--- src/rtl/led_pkg.sv ---
// Shared types and widths for the LED breathing block.
package led_pkg;

    localparam int unsigned DUTY_W     = 16;
    localparam int unsigned DUTY_SUM_W = DUTY_W + 1;
    localparam int unsigned STATE_W    = 3;

    typedef enum logic [STATE_W-1:0] {
        ST_IDLE      = 3'd0,
        ST_RAMP_UP   = 3'd1,
        ST_HOLD_HI   = 3'd2,
        ST_RAMP_DOWN = 3'd3,
        ST_HOLD_LO   = 3'd4
    } led_state_e;

endpackage : led_pkg

--- src/rtl/led_breath_pwm_gen.sv ---
// PWM generator: period counter, shadow duty loaded at the period boundary,
// registered compare output and period-boundary pulse.
module pwm_gen
    import led_pkg::*;
#(
    parameter logic [DUTY_W-1:0] PWM_MAX = 16'd499
) (
    input  logic              sys_clk,
    input  logic              sys_rst_n,
    input  logic              en,
    input  logic [DUTY_W-1:0] duty_nxt,
    output logic              led_out,
    output logic [DUTY_W-1:0] duty_o,
    output logic              cyc_end
);

    logic [DUTY_W-1:0] pwm_cnt_q, pwm_cnt_d;
    logic [DUTY_W-1:0] duty_act_q, duty_act_d;
    logic              led_q, led_d;
    logic              cyc_end_q, cyc_end_d;
    logic              at_max_c;

    assign at_max_c = (pwm_cnt_q == PWM_MAX);

    // Next-state for counter, shadow duty, compare output and boundary pulse.
    always_comb begin
        pwm_cnt_d  = '0;
        duty_act_d = '0;
        led_d      = 1'b0;
        cyc_end_d  = 1'b0;
        if (en) begin
            pwm_cnt_d  = at_max_c ? '0 : pwm_cnt_q + DUTY_W'(1);
            // Duty changes only at the boundary so a period is never split.
            duty_act_d = at_max_c ? duty_nxt : duty_act_q;
            led_d      = (pwm_cnt_q < duty_act_q);
            cyc_end_d  = at_max_c;
        end
    end

    // State registers.
    always_ff @(posedge sys_clk or negedge sys_rst_n) begin
        if (!sys_rst_n) begin
            pwm_cnt_q  <= '0;
            duty_act_q <= '0;
            led_q      <= 1'b0;
            cyc_end_q  <= 1'b0;
        end else begin
            pwm_cnt_q  <= pwm_cnt_d;
            duty_act_q <= duty_act_d;
            led_q      <= led_d;
            cyc_end_q  <= cyc_end_d;
        end
    end

    assign led_out = led_q;
    assign duty_o  = duty_act_q;
    assign cyc_end = cyc_end_q;

endmodule : pwm_gen

--- src/rtl/led_breath.sv ---
// LED breathing controller: ramps the PWM duty up, dwells at full, ramps
// down, dwells at off, and repeats, advancing one step per tick_in.
module led_breath
    import led_pkg::*;
#(
    parameter logic [DUTY_W-1:0] PWM_MAX    = 16'd499,
    parameter logic [DUTY_W-1:0] STEP       = 16'd5,
    parameter logic [DUTY_W-1:0] HOLD_TICKS = 16'd49
) (
    input  logic              sys_clk,
    input  logic              sys_rst_n,
    input  logic              en,
    input  logic              tick_in,
    output logic              led_out,
    output logic [DUTY_W-1:0] duty_o,
    output logic              cyc_end
);

    localparam logic [DUTY_SUM_W-1:0] DUTY_FULL = DUTY_SUM_W'(PWM_MAX) + DUTY_SUM_W'(1);

    led_state_e        state_q, state_d;
    logic [DUTY_W-1:0] duty_nxt_q, duty_nxt_d;
    logic [DUTY_W-1:0] hold_cnt_q, hold_cnt_d;
    logic [DUTY_SUM_W-1:0] up_sum_c;

    // Widened so the ramp-up sum can never wrap.
    assign up_sum_c = DUTY_SUM_W'(duty_nxt_q) + DUTY_SUM_W'(STEP);

    // Breathing sequencer: state, target duty and dwell counter.
    always_comb begin
        state_d    = state_q;
        duty_nxt_d = duty_nxt_q;
        hold_cnt_d = hold_cnt_q;
        if (!en) begin
            state_d    = ST_IDLE;
            duty_nxt_d = '0;
            hold_cnt_d = '0;
        end else begin
            unique case (state_q)
                ST_IDLE: begin
                    state_d = ST_RAMP_UP;
                end
                ST_RAMP_UP: begin
                    if (tick_in) begin
                        if (up_sum_c >= DUTY_FULL) begin
                            duty_nxt_d = DUTY_W'(DUTY_FULL);
                            state_d    = ST_HOLD_HI;
                        end else begin
                            duty_nxt_d = DUTY_W'(up_sum_c);
                        end
                    end
                end
                ST_RAMP_DOWN: begin
                    if (tick_in) begin
                        if (duty_nxt_q <= STEP) begin
                            duty_nxt_d = '0;
                            state_d    = ST_HOLD_LO;
                        end else begin
                            duty_nxt_d = duty_nxt_q - STEP;
                        end
                    end
                end
                ST_HOLD_HI, ST_HOLD_LO: begin
                    if (tick_in) begin
                        if (hold_cnt_q == HOLD_TICKS) begin
                            hold_cnt_d = '0;
                            state_d    = (state_q == ST_HOLD_HI) ? ST_RAMP_DOWN : ST_RAMP_UP;
                        end else begin
                            hold_cnt_d = hold_cnt_q + DUTY_W'(1);
                        end
                    end
                end
                default: begin
                    state_d    = ST_IDLE;
                    duty_nxt_d = '0;
                    hold_cnt_d = '0;
                end
            endcase
        end
    end

    // Sequencer registers.
    always_ff @(posedge sys_clk or negedge sys_rst_n) begin
        if (!sys_rst_n) begin
            state_q    <= ST_IDLE;
            duty_nxt_q <= '0;
            hold_cnt_q <= '0;
        end else begin
            state_q    <= state_d;
            duty_nxt_q <= duty_nxt_d;
            hold_cnt_q <= hold_cnt_d;
        end
    end

    pwm_gen #(
        .PWM_MAX (PWM_MAX)
    ) u_pwm_gen (
        .sys_clk   (sys_clk),
        .sys_rst_n (sys_rst_n),
        .en        (en),
        .duty_nxt  (duty_nxt_q),
        .led_out   (led_out),
        .duty_o    (duty_o),
        .cyc_end   (cyc_end)
    );

endmodule : led_breath

--- config.mk ---
export PLATFORM = sky130hd
export DESIGN_NAME = led_breath
export DESIGN_NICKNAME = d
export VERILOG_FILES = /design/src/rtl/led_pkg.sv /design/src/rtl/led_breath_pwm_gen.sv /design/src/rtl/led_breath.sv
export SDC_FILE = /design/constraint.sdc
export NUM_CORES = 1
export LEC_CHECK = 0
export ABC_AREA = 0
export BUFFER_PORTS_ARGS = -buffer_cell sky130_fd_sc_hd__buf_2
export CORE_ASPECT_RATIO = 1.75
export CORE_MARGIN = 5
export CORE_UTILIZATION = 29
export CTS_CLUSTER_DIAMETER = 200
export DETAILED_ROUTE_END_ITERATION = 7
export GPL_TIMING_DRIVEN = 0
export RECOVER_POWER = 50
export SLEW_MARGIN = 20
export SYNTH_ARGS = -nofsm -noshare
export SYNTH_HDL_FRONTEND = slang
export SYNTH_SLANG_ARGS = --single-unit
--- constraint.sdc ---
create_clock -name sys_clk -period 7.2 [get_ports sys_clk]
set_clock_uncertainty 0.2 [all_clocks]
set_input_delay 2.16 -clock sys_clk [delete_from_list [all_inputs] [get_ports sys_clk]]
set_output_delay 2.16 -clock sys_clk [all_outputs]
set_load 0.01 [all_outputs]
Word level (Yosys, flattened, before mapping)
Index checks and enable logic that the tools add are counted.
- logic and storage cells: 61
- output and inout bits: 18
- bits in writable memories: 0
- latch bits: 0
- memory bits (read-only): 0
- memories: 0
- bits in registers: 69
- reductions and logical operators: 7
- add/subtract/negate cells: 4
- equal/unequal tests: 15
- div/mod/pow operators: 0
- bitwise logic cells: 0
- multiplexer cells: 25
- shift operators: 0
- multipliers: 0
- $lt $le $gt $ge: 3
- operators by type and width (kind ; count):
    two-way mux 16 bit ; 12
    one-hot mux 16 bit (3 select lines) ; 1
    adder 16 x 1 -> 16 bit, second input constant ; 2
    one-hot mux 16 bit (2 select lines) ; 1
    two-way mux 3 bit ; 7
    != test 3 bit, second input constant ; 6
    adder 16 x 3 -> 17 bit, second input constant ; 1
    greater-or-equal comparator 17 x 9 -> 1 bit, second input constant ; 1
    == test 16 x 6 -> 1 bit, second input constant ; 1
    == test 16 x 9 -> 1 bit, second input constant ; 1
    <= comparator 16 x 3 -> 1 bit, second input constant ; 1
    < comparator 16 bit ; 1
    subtractor 16 x 3 -> 16 bit, second input constant ; 1
    one-hot mux 3 bit (4 select lines) ; 1
    == test 3 x 2 -> 1 bit, second input constant ; 2
    AND reduction 6 bit ; 1
    OR reduction 3 bit ; 2
    != test 2 bit, second input constant ; 2
    == test 3 x 1 -> 1 bit, second input constant ; 1
    == test 3 bit, second input constant ; 1
    zero test 3 bit ; 1
    AND reduction 3 bit ; 1
    two-way mux 1 bit ; 2
    two-way mux 2 bit ; 1
    3 further kinds ; 3

Depth between registers and ports, before layout
Gate-level depths: netlist of run 1.
- word-level depth: 6
- mapped depth: 10

Cells and area by module
From an unflattened synthesis of run 1, not the netlist that was laid out.
- cells, all modules: 476
- area total of the unflattened synthesis: 4405.5 um^2
- by module, submodules not included (module ; area each (um^2) ; cells each ; sequential area each (um^2) ; instances):
    led_breath ; 2586.2 ; 309 ; 875.8 ; 1
    pwm_gen ; 1819.2 ; 167 ; 850.8 ; 1

Least setup slack after synthesis of run 1
No wires, ideal clock.
- path type: input-to-reg
- start point: input port en
- end point: register duty_nxt_q[8]
- stages: 5
- arrival time: 3.325 ns
- path slack: 3.540 ns
- cell sequence: clkbuf_1 -> nor2b_1 -> nor2_2 -> a222oi_1 -> nand2_1
- longest elaborated chain between the ends: 2
- elaborated cells between the ends (all ways): 5
- RTL lines (element ; line ; RTL):
    start: declaration ; led_breath.sv:12 ; input logic en,
    != test 3 bit (no source line) or != test 2 bit (tied branches) ; - ;
    AND reduction 3 bit (no source line) ; - ;
    end signal: assignment ; led_breath.sv:90 ; duty_nxt_q <= duty_nxt_d;
    end: declaration ; led_breath.sv:22 ; logic [DUTY_W-1:0] duty_nxt_q, duty_nxt_d;
Several ways; a longest one is shown, not always the timed one.
A chain may end at the register's enable or synchronous reset.

Worst setup path after layout of run 1
- start point: input port tick_in
- end point: register duty_nxt_q[12]
- longest elaborated chain between the ends: 2
- elaborated cells between the ends (all ways): 3
- RTL lines (element ; line ; RTL):
    start: declaration ; led_breath.sv:13 ; input logic tick_in,
    != test 3 bit (no source line) ; - ;
    AND reduction 3 bit (no source line) (*) ; - ;
Mark *: on every way between the ends. The rest lies on a longest branch, timed or not.

==> results of run 1 <==
[layer usage]
layer,GRT usage (%),routed length [um],vias to the layer above
met1,14.71,4385,1865
met2,25.88,6746,98
met5,0,0,-
li1,-,-,1853
met4,7.185,476,0
met3,2.537,366,33
[worst max-delay path by stage]
stage,depth (start not counted),end
floorplan,5,duty_nxt_q[8]$_DFFE_PN0P_
global placement,5,duty_nxt_q[8]$_DFFE_PN0P_
detailed placement,5,duty_nxt_q[12]$_DFFE_PN0P_
CTS,5,duty_nxt_q[12]$_DFFE_PN0P_
global route,5,hold_cnt_q[11]$_DFFE_PN0P_
finish,5,duty_nxt_q[12]$_DFFE_PN0P_
[sequential cells by signal, summed over array words and instances, names as in the netlist]
| register | cells |
|---|---|
| duty_nxt_q | 16 |
| hold_cnt_q | 16 |
| u_pwm_gen.duty_o | 16 |
| u_pwm_gen.pwm_cnt_q | 16 |
| state_q | 3 |
| u_pwm_gen.cyc_end | 1 |
| u_pwm_gen.led_out | 1 |
[final cells by class]
class	instances	share of cell area, %
inverters	24	1.783
multi-input cells	389	48.72
repair buffers	21	2.154
flip-flops and latches	69	34.17
clock buffers	11	4.803
well taps	183	4.531
plain buffers	28	2.674
clock inverters	5	1.164
[through the flow]
step / hold slack, ps / util (%) / worst slack (ps) / instance area, um^2 / std cells
global route: 298.5 / 33.89 / 3268 / 5054 / 730
global placement: 263.5 / 31.81 / 3028 / 4743 / 713
finish: 274.2 / 33.89 / 3358 / 5054 / 730
detailed placement: 273.3 / 31.96 / 3076 / 4766 / 714
floorplan: 246.3 / - / 3540 / 4414 / 510
CTS: 280.5 / 33.98 / 3396 / 5067 / 730
[cell families after synthesis]
logic type | after synthesis | synth area share [%]
and+or+nand+nor | 217 | 24.21
AOI/OAI and AO/OA | 119 | 19.11
DFF | 69 | 39.12
buffers and inverters | 52 | 5.102
xor gates and xnor gates | 28 | 5.555
adders and majority gates | 21 | 5.952
muxes | 4 | 0.9637
[where the power goes]
group / leakage [nW] / internal (mW) / total [mW] / switching, mW
Clock: 0.142 / 0.278 / 0.452 / 0.174
Combinational: 1.10 / 0.0534 / 0.157 / 0.104
Sequential: 0.956 / 0.396 / 0.408 / 0.0118
[layout by cell type, fill, tap and decap left out, types with 3 or more instances in the layout]
cell type and instances:
dfrtp_1 69, o31ai_1 8, nand3_1 24, o21ai_1 4, and3_1 7, a21boi_0 15
nor3_1 14, o21a_1 3, xnor2_1 12, a21oi_1 16, clkbuf_16 9, o21ai_0 29
xor2_1 16, and4_1 3, o22ai_1 4, nand2b_1 10, nor2_1 49, a211oi_1 5
nor4_1 8, and2_1 6, nand2_1 68, nand4_1 8, buf_2 15, ha_1 21
nor2b_1 7, o211a_1 5, clkbuf_1 28, a21o_1 8, inv_1 24
==> results.toml, run 1 <==
[worst_hold_path]
min-delay-start = "u_pwm_gen.pwm_cnt_q[0]$_DFF_PN0_"
hold_end = "u_pwm_gen.pwm_cnt_q[0]$_DFF_PN0_"
whs_path_depth = 1
worst_hold_path_type = "flip-flop to flip-flop"

[timing]
drv_slew = 28
timing.final.crit_share_pct = 53.36
setup-violations-final = 0
finalHoldViolCount = 0
rsz0062_at_grt = "false"
tightest_slew_ps = 1685
fmax_mhz = 260.3
finalSetupTns_ps = 0
min_period_ps = 3842
slew_headroom_pct = -12.32

[worst_setup_path]
path_class = "input port to flip-flop"
r2r-start = "duty_nxt_q[1]$_DFFE_PN0P_"
r2r_slack_ps = 4260
worstPathCellList = "buf_2 > nor2_1 > o21ai_0 > nand2b_1 > o31ai_1"
r2r_cells = 7
critPathCaptureType = "flip-flop"
required_ps = 7210
slowest_delay_ps = 790
worstSetupStartpointType = "input port"
path_max_fanout = 8
cp_top_family = "compound AO/OA/AOI/OAI gates"
arrival_ps = 3850
r2r_end = "duty_nxt_q[2]$_DFFE_PN0P_"
critical_path_buf_inv_count = 1
critical_path.slowest_cell = "o21ai_0"
crit_start = "tick_in"

[clocking]
cts_root_buffer = "clkbuf_16"
cts_tree = "done"
clkSinkCount = 69
post_cts.repair.setup_buffers = 0
numCtsBuffers = 9
post_cts_resized = 0
clk_latency_ps = 330
htree_levels = 3
cts.hold.buffers_added = 0
clockBufferDepth = 2
clk_pin_slew_ps = 60

[synthesis]
synth_nets = 535
async_flop_share_pct = 100.0
synth_common_cells = "dfrtp_1, nand2_1, nor2_1"
netlist.area_leader.share_pct = 39.12
synthesis.area_um2 = 4414
synth_warnings = 0
synth-seq-cells = 69
yosysMostFrequentCell = "dfrtp_1"
synth_edf_count = 0
synth_top_cells_by_area = "dfrtp_1, ha_1, nand2_1, nor2_1, o21ai_0"
ys_seq_area_share_pct = 39.12
synth_top_cell_by_area = "dfrtp_1"
syn_area_per_cell_um2 = 8.655
synthCells = 510
synth_cell_types = 63
synthFlopType = "dfrtp_1"

[placement]
place_congestion = 0.8469
io_buffer_count = 20
dp_hpwl_mm = 9.106

[finish]
nets = 567
area_delta_synth_final_pct = 14.48
drive_above_1_share_pct = 8.775
diodes = 0
ff_latch_area_um2 = 1727
fillers = 1602
multi_input_area_um2 = 2462

[outcome]
failed_checks = "capacitance limit, slew limit"
status = "finished with violations"

[global_routing]
antenna_found_initial = 0
grt_usage_pct = 14.11
grt_start_max_net_pins = 43
grt_pass1_vias = 4080
grt_pass1_wl_mm = 20.10
overflow = 0

[floorplanning]
io_pins = 22
rows = 59
coreArea_um2 = 14910
initial_utilization_pct = 29.60
die_w_um = 103.3
die_y_um = 173.2
die_area_um2 = 17890

[drt]
route.detailed.drc = 0
wl_mm = 11.98
viasPerCell = 5.273
drt_iter0_drc = 209
wire_per_inst_um = 16.40
drt_pass1_iterations = 5
antenna_left = 0
vias = 3849

[power]
p_per_area_nw_per_um2 = 201.4
p_leak_nw = 2.198
ir_worst_vdd_v = 0.00009408
p_total_mw = 1.018

[flow_run]
drv_cap = 1
Power figures use the tool's default switching activity.
==> inputs of run 2 (changes only) <==
Clock period 7.2 ns to 3.2 ns, I/O delays scaled along.
==> run 2 against run 1 <==
Net effect: the run still ends with capacitance limit, slew limit left; critical path depth increased by 2; sequential cell count unchanged; cell count stayed put; via count is the same; sequential share of layout area is essentially flat; cell area about the same; setup slack got worse by 3100 ps; routed wire length is essentially flat; total power is 120% higher; register-to-register slack lost 4000 ps; combinational power increased by 130%; critical path type is now flip-flop to flip-flop; critical endpoint is now duty_nxt_q[2]$_DFFE_PN0P_.
==> results.toml, run 2 (synthesized netlist as in run 1, its figures left out) <==
[outcome]
status = "finished with violations"
failed_checks = "capacitance limit, slew limit"

[worst_setup_path]
arrival_ps = 2900
path_class = "flip-flop to flip-flop"
slowest_delay_ps = 530
critical_path.slowest_cell = "dfrtp_1"
path_max_fanout = 8
worstPathCellList = "ha_1 > o21ai_1 > nor4_1 > mux2_2 > o21ai_0 > o21ai_1 > o21ai_0"
worstSetupStartpointType = "flip-flop"
required_ps = 3160
critPathCaptureType = "flip-flop"
r2r_slack_ps = 260

[worst_hold_path]
worst_hold_path_type = "flip-flop to flip-flop"

[floorplanning]
die_y_um = 173.2
die_w_um = 103.3
rows = 59
die_area_um2 = 17890
io_pins = 22
initial_utilization_pct = 29.60
coreArea_um2 = 14910

[placement]
place_congestion = 0.8469
io_buffer_count = 20
dp_hpwl_mm = 9.106
dp_cells = 714

[finish]
drive_above_1_share_pct = 8.592
final_cell_mix = "dfrtp_1, nand2_1, nor2_1"
area_delta_synth_final_pct = 14.46
fillers = 1603
ff_latch_area_um2 = 1727
stdcell_count = 730
multi_input_area_um2 = 2462
layout.cells.most_common = "dfrtp_1"
diodes = 0
nets = 567

[timing]
rsz0062_at_grt = "false"
drv_slew = 28
finalSetupTns_ps = 0
min_period_ps = 2941
fmax_mhz = 340.1
finalHoldViolCount = 0
slew_headroom_pct = -12.32
timing.final.crit_share_pct = 91.89
tightest_slew_ps = 1685
setup-violations-final = 0

[global_routing]
top_usage_layer = "met2"
overflow = 0
use_met1_pct = 14.71
antenna_found_initial = 0
grt_pass1_wl_mm = 20.10
grt_pass1_vias = 4080
grt_start_max_net_pins = 43
met2_usage_pct = 25.88
met3_usage_pct = 2.537
grt_usage_pct = 14.11

[drt]
wire_per_inst_um = 16.40
drt_pass1_iterations = 5
viasPerCell = 5.273
vias = 3849
antenna_left = 0
drt_iter0_drc = 209
wl_mm = 11.97
route.detailed.drc = 0

[power]
p_per_area_nw_per_um2 = 453.2
p_leak_nw = 2.194
ir_worst_vdd_v = 0.0002117

[clocking]
cts_root_buffer = "clkbuf_16"
clkSinkCount = 69
clk_latency_ps = 330
cts.hold.buffers_added = 0
clockBufferDepth = 2
post_cts_resized = 0
htree_levels = 3
cts_tree = "done"
post_cts.repair.setup_buffers = 0
clk_pin_slew_ps = 60
numCtsBuffers = 9

[flow_run]
drv_cap = 1
==> run 2: changes by cell type in the layout (fill, tap and decap cells not counted), sizes merged <==
cell    before  now
buf         20   19
clkbuf      40   41
==> run 2: metal layers <==
metal,vias to the layer above,wire (um)
li1,1853,-
met1,1865,4384
met2,98,6746
met3,33,366
met4,0,476
met5,-,0
==> run 2: layout make-up <==
cell class	count	area share, %
inverter	24	1.783
buffer	28	2.675
tap	183	4.532
timing repair buffer	21	2.130
sequential	69	34.18
multi-input combinational	389	48.74
clock inverter	5	1.164
clock buffer	11	4.804
==> run 2: critical path: cells and delay by family (launching register included) <==
| family | cells | cell delay, ps |
|---|---|---|
| adder cells (fa/ha/maj) | 1 | 420 |
| multiplexers | 1 | 220 |
| AND/OR/NAND/NOR | 1 | 370 |
| AO/OA/AOI/OAI | 4 | 1030 |
| flip-flops | 1 | 530 |
==> run 2: worst paths after layout <==
kind,start,to,cells after the start
min,u_pwm_gen.pwm_cnt_q[0]$_DFF_PN0_,u_pwm_gen.pwm_cnt_q[0]$_DFF_PN0_,1
max in group asynchronous,sys_rst_n,duty_nxt_q[12]$_DFFE_PN0P_,1
max reg2reg,duty_nxt_q[1]$_DFFE_PN0P_,duty_nxt_q[2]$_DFFE_PN0P_,7
max,duty_nxt_q[1]$_DFFE_PN0P_,duty_nxt_q[2]$_DFFE_PN0P_,7
min reg2reg,u_pwm_gen.pwm_cnt_q[0]$_DFF_PN0_,u_pwm_gen.pwm_cnt_q[0]$_DFF_PN0_,1
min in group asynchronous,sys_rst_n,hold_cnt_q[2]$_DFFE_PN0P_,1
==> run 2: per-stage QoR <==
| stage | hold WS (ps) | power, mW | setup WS, ps | area [um^2] | utilization [%] |
|---|---|---|---|---|---|
| floorplan | 246.3 | 1.180 | 739.8 | 4414 | - |
| global placement | 263.5 | 1.274 | 228.3 | 4743 | 31.81 |
| detailed placement | 273.3 | 1.285 | 275.9 | 4766 | 31.96 |
| CTS | 280.5 | 2.316 | 335.0 | 5067 | 33.98 |
| global route | 298.5 | 2.395 | 174.5 | 5052 | 33.88 |
| finish | 274.2 | 2.290 | 259.5 | 5052 | 33.88 |
==> run 2: power by group <==
part           switching [mW]  internal [mW]
logic                   0.234          0.120
registers              0.0266          0.892
clock network           0.391          0.626
total                   0.651           1.64
